## src/rtl/fpu_pkg.sv

```systemverilog
// Shared FPU definitions: rounding modes, round/pack FSM states, format limits, flag indices.
package fpu_pkg;

    typedef enum logic [1:0] {
        RmRne = 2'b00,
        RmRz  = 2'b01,
        RmRup = 2'b10,
        RmRdn = 2'b11
    } rm_e;

    typedef enum logic [1:0] {
        StIdle,
        StNorm,
        StRound,
        StDone
    } state_e;

    // Exponent bias and all-ones (inf/NaN) biased exponent, 12 bits wide to absorb carries
    localparam logic [11:0] DExpBias = 12'd1023;
    localparam logic [11:0] SExpBias = 12'd127;
    localparam logic [11:0] DExpMax  = 12'd2047;
    localparam logic [11:0] SExpMax  = 12'd255;

    // Bit positions inside the 4-bit flags bundle {overflow, underflow, inexact, invalid}
    localparam int unsigned FlagOvf = 3;
    localparam int unsigned FlagUnf = 2;
    localparam int unsigned FlagNx  = 1;
    localparam int unsigned FlagNv  = 0;

endpackage

```

## src/rtl/fp_round_inc.sv

```systemverilog
// Rounding increment decision from sign, lsb, guard/round/sticky and rounding mode.
module fp_round_inc
    import fpu_pkg::*;
(
    input  logic       sign,
    input  logic       lsb,
    input  logic       g,
    input  logic       r,
    input  logic       st,
    input  logic [1:0] rm,
    output logic       inc
);

    // Decide whether to add one ulp
    always_comb begin
        inc = 1'b0;
        unique case (rm_e'(rm))
            RmRne:   inc = g & (r | st | lsb);
            RmRz:    inc = 1'b0;
            RmRup:   inc = ~sign & (g | r | st);
            RmRdn:   inc = sign & (g | r | st);
            default: inc = 1'b0;
        endcase
    end

endmodule

```

## src/rtl/fp_round_pack.sv

```systemverilog
// FP adder back end: iterative normalization, rounding and binary64/binary32 packing.
module fp_round_pack
    import fpu_pkg::*;
#(
    parameter int unsigned EW = 11,
    parameter int unsigned FW = 57
) (
    input  logic          clk,
    input  logic          rst_n,
    input  logic          in_valid,
    output logic          in_ready,
    input  logic          ss,
    input  logic [EW-1:0] es,
    input  logic [FW-1:0] fs,
    input  logic          db,
    input  logic [1:0]    RM,
    input  logic          special,
    input  logic [63:0]   special_val,
    input  logic          special_inv,
    output logic          out_valid,
    input  logic          out_ready,
    output logic [63:0]   result,
    output logic [3:0]    flags
);

    localparam logic [EW:0]   ExpOne = {{EW{1'b0}}, 1'b1};
    localparam logic [FW-1:0] DUlp   = FW'(64'h8);
    localparam logic [FW-1:0] SUlp   = FW'(64'h1_0000_0000);

    state_e        state_q, state_d;
    logic          ss_q, db_q;
    logic [1:0]    rm_q;
    logic [EW:0]   es_q;
    logic [FW-1:0] fs_q;
    logic [63:0]   result_q;
    logic [3:0]    flags_q;

    logic          norm_shl;
    logic          rnd_lsb, rnd_g, rnd_r, rnd_st, rnd_inc, inexact;
    logic [FW-1:0] rnd_sum, rnd_sig;
    logic [EW:0]   rnd_exp;
    logic          is_norm, ovf, use_inf;
    logic [63:0]   round_res;
    logic [3:0]    round_flags;
    logic          unused_bits;

    // Another left shift is needed while the integer bit is clear and the exponent allows it
    assign norm_shl = ~fs_q[56] & ~fs_q[55] & (fs_q != '0) & (es_q > ExpOne);

    // FSM state register
    always_ff @(posedge clk or negedge rst_n) begin
        if (!rst_n) state_q <= StIdle;
        else        state_q <= state_d;
    end

    // FSM next state
    always_comb begin
        state_d = state_q;
        case (state_q)
            StIdle:  if (in_valid) state_d = special ? StDone : StNorm;
            StNorm:  if (!norm_shl) state_d = StRound;
            StRound: state_d = StDone;
            StDone:  if (out_ready) state_d = StIdle;
            default: state_d = StIdle;
        endcase
    end

    // FSM outputs
    always_comb begin
        in_ready  = (state_q == StIdle);
        out_valid = (state_q == StDone);
    end

    // Rounding position: binary32 keeps g/r at bits 2:1 and folds bits 31:3 into sticky
    always_comb begin
        rnd_lsb = db_q ? fs_q[3] : fs_q[32];
        rnd_g   = fs_q[2];
        rnd_r   = fs_q[1];
        rnd_st  = fs_q[0] | (~db_q & (|fs_q[31:3]));
        inexact = rnd_g | rnd_r | rnd_st;
    end

    fp_round_inc u_round_inc (
        .sign (ss_q),
        .lsb  (rnd_lsb),
        .g    (rnd_g),
        .r    (rnd_r),
        .st   (rnd_st),
        .rm   (rm_q),
        .inc  (rnd_inc)
    );

    // Apply increment, renormalize on carry, detect overflow and pack
    always_comb begin
        rnd_sum = fs_q + (rnd_inc ? (db_q ? DUlp : SUlp) : '0);
        if (rnd_sum[56]) begin
            rnd_sig = rnd_sum >> 1;
            rnd_exp = es_q + ExpOne;
        end else begin
            rnd_sig = rnd_sum;
            rnd_exp = es_q;
        end
        // A subnormal reaching bit55 is normal with exponent 1 (es_q was forced to 1)
        is_norm = rnd_sig[55];
        ovf     = is_norm & (rnd_exp >= (db_q ? DExpMax : SExpMax));
        use_inf = (rm_e'(rm_q) == RmRne) | ((rm_e'(rm_q) == RmRup) & ~ss_q) |
                  ((rm_e'(rm_q) == RmRdn) & ss_q);
        if (db_q) begin
            if (ovf) begin
                round_res = use_inf ? {ss_q, 11'h7ff, 52'h0} : {ss_q, 11'h7fe, {52{1'b1}}};
            end else begin
                round_res = {ss_q, (is_norm ? rnd_exp[10:0] : 11'h0), rnd_sig[54:3]};
            end
        end else begin
            if (ovf) begin
                round_res = use_inf ? {32'h0, ss_q, 8'hff, 23'h0}
                                    : {32'h0, ss_q, 8'hfe, {23{1'b1}}};
            end else begin
                round_res = {32'h0, ss_q, (is_norm ? rnd_exp[7:0] : 8'h0), rnd_sig[54:32]};
            end
        end
        round_flags          = '0;
        round_flags[FlagOvf] = ovf;
        round_flags[FlagUnf] = ~is_norm & inexact;
        round_flags[FlagNx]  = inexact | ovf;
        round_flags[FlagNv]  = 1'b0;
    end

    assign unused_bits = ^{rnd_sig[56], rnd_sig[2:0]};

    // Datapath: capture in IDLE, one normalization step per NORM cycle, latch result in ROUND
    always_ff @(posedge clk or negedge rst_n) begin
        if (!rst_n) begin
            ss_q     <= 1'b0;
            db_q     <= 1'b0;
            rm_q     <= 2'b00;
            es_q     <= '0;
            fs_q     <= '0;
            result_q <= '0;
            flags_q  <= '0;
        end else begin
            case (state_q)
                StIdle: begin
                    if (in_valid) begin
                        ss_q <= ss;
                        es_q <= {1'b0, es};
                        fs_q <= fs;
                        db_q <= db;
                        rm_q <= RM;
                        if (special) begin
                            result_q <= db ? special_val : {32'h0, special_val[31:0]};
                            flags_q  <= {3'b000, special_inv};
                        end
                    end
                end
                StNorm: begin
                    if (fs_q[56]) begin
                        fs_q <= {1'b0, fs_q[56:2], fs_q[1] | fs_q[0]};
                        es_q <= es_q + ExpOne;
                    end else if (norm_shl) begin
                        fs_q <= fs_q << 1;
                        es_q <= es_q - ExpOne;
                    end else if (!fs_q[55] && fs_q != '0) begin
                        es_q <= ExpOne;
                    end
                end
                StRound: begin
                    result_q <= round_res;
                    flags_q  <= round_flags;
                end
                default: ;
            endcase
        end
    end

    assign result = result_q;
    assign flags  = flags_q;

endmodule

```

## config.mk

```make
export PLATFORM = sky130hd
export DESIGN_NAME = fp_round_pack
export DESIGN_NICKNAME = d
export VERILOG_FILES = /design/src/rtl/fpu_pkg.sv /design/src/rtl/fp_round_inc.sv /design/src/rtl/fp_round_pack.sv
export SDC_FILE = /design/constraint.sdc
export NUM_CORES = 1
export LEC_CHECK = 0
export ABC_AREA = 1
export CAP_MARGIN = 20
export CORE_MARGIN = 4
export CORE_UTILIZATION = 50
export DETAILED_ROUTE_END_ITERATION = 7
export GPL_TIMING_DRIVEN = 1
export PLACE_DENSITY = 0.82
export SLEW_MARGIN = 25
export SYNTH_ARGS = -nofsm -noshare
export SYNTH_HDL_FRONTEND = slang
export SYNTH_HIERARCHICAL = 1
export SYNTH_SLANG_ARGS = --single-unit
```

## constraint.sdc

```tcl
create_clock -name clk -period 5.8 [get_ports clk]
set_input_delay 1.16 -clock clk [delete_from_list [all_inputs] [get_ports clk]]
set_output_delay 1.16 -clock clk [all_outputs]
set_load 0.005 [all_outputs]
```

==> out/results.txt <==
The run finished with clean final reports. Slew at the pin with the worst max-slew slack: 0.928 ns. After synthesis, the largest family of logic cells by area is simple AND/OR/NAND/NOR gates. For the effective utilization at floorplan, the log shows 51.2%.

The most common library cell in the layout ignoring fill and taps is sky130_fd_sc_hd__nand2_1. Of the total synthesized cell area, the portion taken by full adders, half adders and majority gates is 1.50%. The number of enable-type register cells in the synthesized netlist was 0.

Among all flip-flop cells after synthesis, the most frequent one is sky130_fd_sc_hd__dfrtp_1. Summed over all layers, the global routing overflow is 0. Count of TritonRoute iterations in the first routing pass: 7. The first global-routing pass estimated 60.7 mm of wire. The tools report the cell-internal power as 0.00394 W.

The startpoint identified for the worst register-to-register timing path is fs_q[15]$_DFFE_PN0P_. The final hold slack is 0.488 ns, and the synthesized area per cell is 6.34 um^2. Along the worst path, the maximum fanout reaches 19. The number of different library cells in the post-synthesis netlist came out at 46. The initial detailed-routing violation count is 1016, and the clock tree skew after final layout is 0.0108 ns. No sink is reached through more buffers than the 2 on the longest clock path. The class of the tightest hold or removal check was flop to flop.

The number of hold violations in the final report was 0; the total leakage power was 6.23 nW. The synthesized netlist devotes 5.17% of its cell area to XOR and XNOR gates. The number of nets in the synthesized netlist is 1865. Of the total power, the clock network draws 13.8%.

Headroom to the max-slew limit came out at 38.2%. The number of antenna diodes in the final layout is 0. Fraction of post-synthesis cell area in the top cell type by area: 33.0%. After layout, the worst path uses 92.4% of the clock period. The critical path contains buffers and inverters numbering 3 combined. At the end of routability-driven placement, the weighted congestion stood at 1.04. The count of pins over their slew limit is 0.

Combinational logic is responsible for 61.7% of the overall power. The net switching fraction of the power is 51.9%, and the share of power burned in registers is 24.5%. The count of input and output buffers was 211. The run gives 17 as the number of buffers created by CTS. The cell type of the slowest stage on the worst timing path was sky130_fd_sc_hd__dfrtp_1.

The launch point of the worst hold path is flags[0]$_DFFE_PN0P_. For this design, the CTS-stage hold fixing added 0 buffers. For the depth of the CTS H-tree, the log shows 4.

The kind of cell with the highest combined delay along the critical path is simple AND/OR/NAND/NOR gates. Clock-pin slew was measured on the worst setup and hold paths at 0.07 ns. The highest cell delay on the worst timing path was 0.43 ns. The most critical setup path has its startpoint at fs_q[15]$_DFFE_PN0P_. Most numerous cell on the critical path: sky130_fd_sc_hd__nand2_1. In the final design database the tool counted 2026 nets. Compared with the post-synthesis result, the final layout area differs by 26.6%. The die is 155 um tall.

The tree built by TritonCTS fans out to 143 sinks. The setup path with the least slack is of type flop to flop. Summing the areas of all compound-gate instances in the mapped netlist gives 17.9% of the synthesized area. The library cell used as clock root buffer is sky130_fd_sc_hd__clkbuf_16.

The die covers 24100 um^2. The achievable frequency was 0.187 GHz. In this run the count of I/O pins placed on the die edge is 212. The synthesized netlist devotes 33.7% of its cell area to simple gates. Setup violations remaining at the end of the flow were counted as 0. The synthesized cell area was 10800 um^2; the total routing resource utilization after global routing was 31.2%. The cell accounting for the most synthesized area is sky130_fd_sc_hd__dfrtp_1. Counting flops with an async set or reset pin after synthesis yields a share of 100%. For the share of synthesized area occupied by flip-flops and latches, the log shows 33.0%. The post-route netlist has 5.63% of its cells at a drive strength greater than 1. Critical path data required time: 6.12 ns.

The later pin in the worst-skew pair is clocked with a latency of 0.43 ns. For the total negative slack for setup checks, the log shows 0 ns. After floorplanning, the core was divided into 53 placement rows. After legalization and detailed placement, the total HPWL measured 29.3 mm. The tools report the number of vias in the routed layout as 12.1k. TritonCTS built the clock tree. The power density normalized to cell area was 597 nW/um^2. Net switching power of the design: 0.00425 W.

STA puts the critical path data arrival time at 5.68 ns. The floorplan step defined a core boundary enclosing 21200 um^2. STA classifies the critical path startpoint as a flop. STA classifies the critical path endpoint as a flop. The routed wire length per instance came out at 17.7 um. The worst voltage drop across the vdd grid was 0.293 mV.

Detailed-route wire length: 38.2 mm. For this run, design rule violations remaining after detail routing come to 0. Entering global routing, the biggest net connects 96 pins. In this run, synthesis produced a sequential element count of 143.

The logs give 0.44 ns for the reg-to-reg setup timing slack and 6 for the number of warning messages in the yosys log. Max-cap violations in this run came to 0. In the synthesized netlist, the number of instances is 1710.

In this run the horizontal extent of the chip is 155 um. The initial antenna violation count came out at 0. The number of global-route vias before repair is 11.3k. Sorting the synthesized cells by area gives the leading types as sky130_fd_sc_hd__dfrtp_1 33%, sky130_fd_sc_hd__nand2_1 19%, sky130_fd_sc_hd__o21ai_0 11%.

Once detail routing completed, the nets flagged for antenna violations numbered 0. Measured against the total synthesized area, the mux share comes to 0.277%. The library cells used most frequently in the layout, excluding fill and tap cells, are 535 x sky130_fd_sc_hd__nand2_1, 239 x sky130_fd_sc_hd__o21ai_0, 210 x sky130_fd_sc_hd__clkdlybuf4s50_1, 172 x sky130_fd_sc_hd__nor2_1. Setup repair after global routing left no endpoint under its margin. The average vias per placed instance was 5.61; the post-route minimum period was 5.36 ns.
[state kept, by name (all words and copies together) (netlist names)]
register	flops
ss_q	1
es_q	12
flags	4
db_q	1
rm_q	2
state_q	2
fs_q	57
result	64
[metrics by stage]
stage | setup slack, ns | instances | power [W] | instance area (um^2) | util [%]
floorplan | 1.14 | 1710 | 0.00515 | 10800 | -
global placement | 0.317 | 2124 | 0.00684 | 13100 | 61.7
detailed placement | 0.123 | 2124 | 0.00693 | 13100 | 61.7
CTS | 0.112 | 2156 | 0.00808 | 13600 | 64.5
global route | 0.0937 | 2159 | 0.00889 | 13700 | 64.8
finish | 0.439 | 2159 | 0.00818 | 13700 | 64.8
[layout make-up]
| type | instances | area (um^2) |
|---|---|---|
| flip-flops and latches | 143 | 3580 |
| clock buffers | 18 | 439 |
| repair buffers | 227 | 2230 |
| multi-input cells | 1332 | 6410 |
| clock inverters | 14 | 145 |
| well taps | 275 | 344 |
| fillers | 1983 | 7440 |
| inverters | 150 | 566 |
[tightest hold or removal path, cell delays in order (launching register included)]
cell and delay (ns):
sky130_fd_sc_hd__dfrtp_1 0.34, sky130_fd_sc_hd__nand2_1 0.05, sky130_fd_sc_hd__o21ai_0 0.06
[path summary, 6_finish.rpt]
path,endpoint,depth (start not counted)
max,result[0]$_DFFE_PN0P_,32
min,flags[0]$_DFFE_PN0P_,2
max reg2reg,result[0]$_DFFE_PN0P_,32
min reg2reg,flags[0]$_DFFE_PN0P_,2
max in group asynchronous,fs_q[13]$_DFFE_PN0P_,2
min in group asynchronous,result[16]$_DFFE_PN0P_,1
[routing by layer]
layer | global-route usage (%) | up-vias | part of all wire [%]
met5 | 0 | - | 0
met4 | 8.63 | 0 | 2.2
met3 | 5.54 | 73 | 8.8
met2 | 49.1 | 583 | 45
met1 | 44.3 | 5608 | 44
li1 | - | 5840 | -
[synthesized netlist by cell type (14+ instances only)]
library cell and number:
sky130_fd_sc_hd__nand2_1 536, sky130_fd_sc_hd__o21ai_0 239, sky130_fd_sc_hd__nor2_1 173, sky130_fd_sc_hd__inv_1 144, sky130_fd_sc_hd__dfrtp_1 143, sky130_fd_sc_hd__a21oi_1 109
sky130_fd_sc_hd__nand3_1 66, sky130_fd_sc_hd__clkbuf_1 64, sky130_fd_sc_hd__xor2_1 62, sky130_fd_sc_hd__or2_2 25, sky130_fd_sc_hd__nor3_1 20, sky130_fd_sc_hd__nand4_1 16
sky130_fd_sc_hd__nor4_1 14
[logic make-up after synthesis]
| logic type | count (synthesis) |
|---|---|
| xor gates and xnor gates | 64 |
| AOI/OAI and AO/OA | 376 |
| muxes | 3 |
| DFF | 143 |
| adders and majority gates | 13 |
| buffers and inverters | 236 |
| and+or+nand+nor | 875 |
[what timing repair did]
action                                 in CTS  in global routing
buffers inserted                            0                  2
endpoints found under the hold margin       0                  0
setup endpoints to repair                   0                 54
gates resized for setup                     0                  6
[power by group through the flow]
| stage | clock network, W | logic [W] | registers [W] |
|---|---|---|---|
| after floorplan | 0 | 0.00328 | 0.00187 |
| after global placement | 0 | 0.00484 | 0.00200 |
| final | 0.00113 | 0.00504 | 0.00201 |
| after CTS | 0.00113 | 0.00496 | 0.00199 |
| after detailed placement | 0 | 0.00492 | 0.00201 |
| after global routing | 0.00118 | 0.00564 | 0.00208 |
No activity file was read; power rests on OpenSTA's default activity.
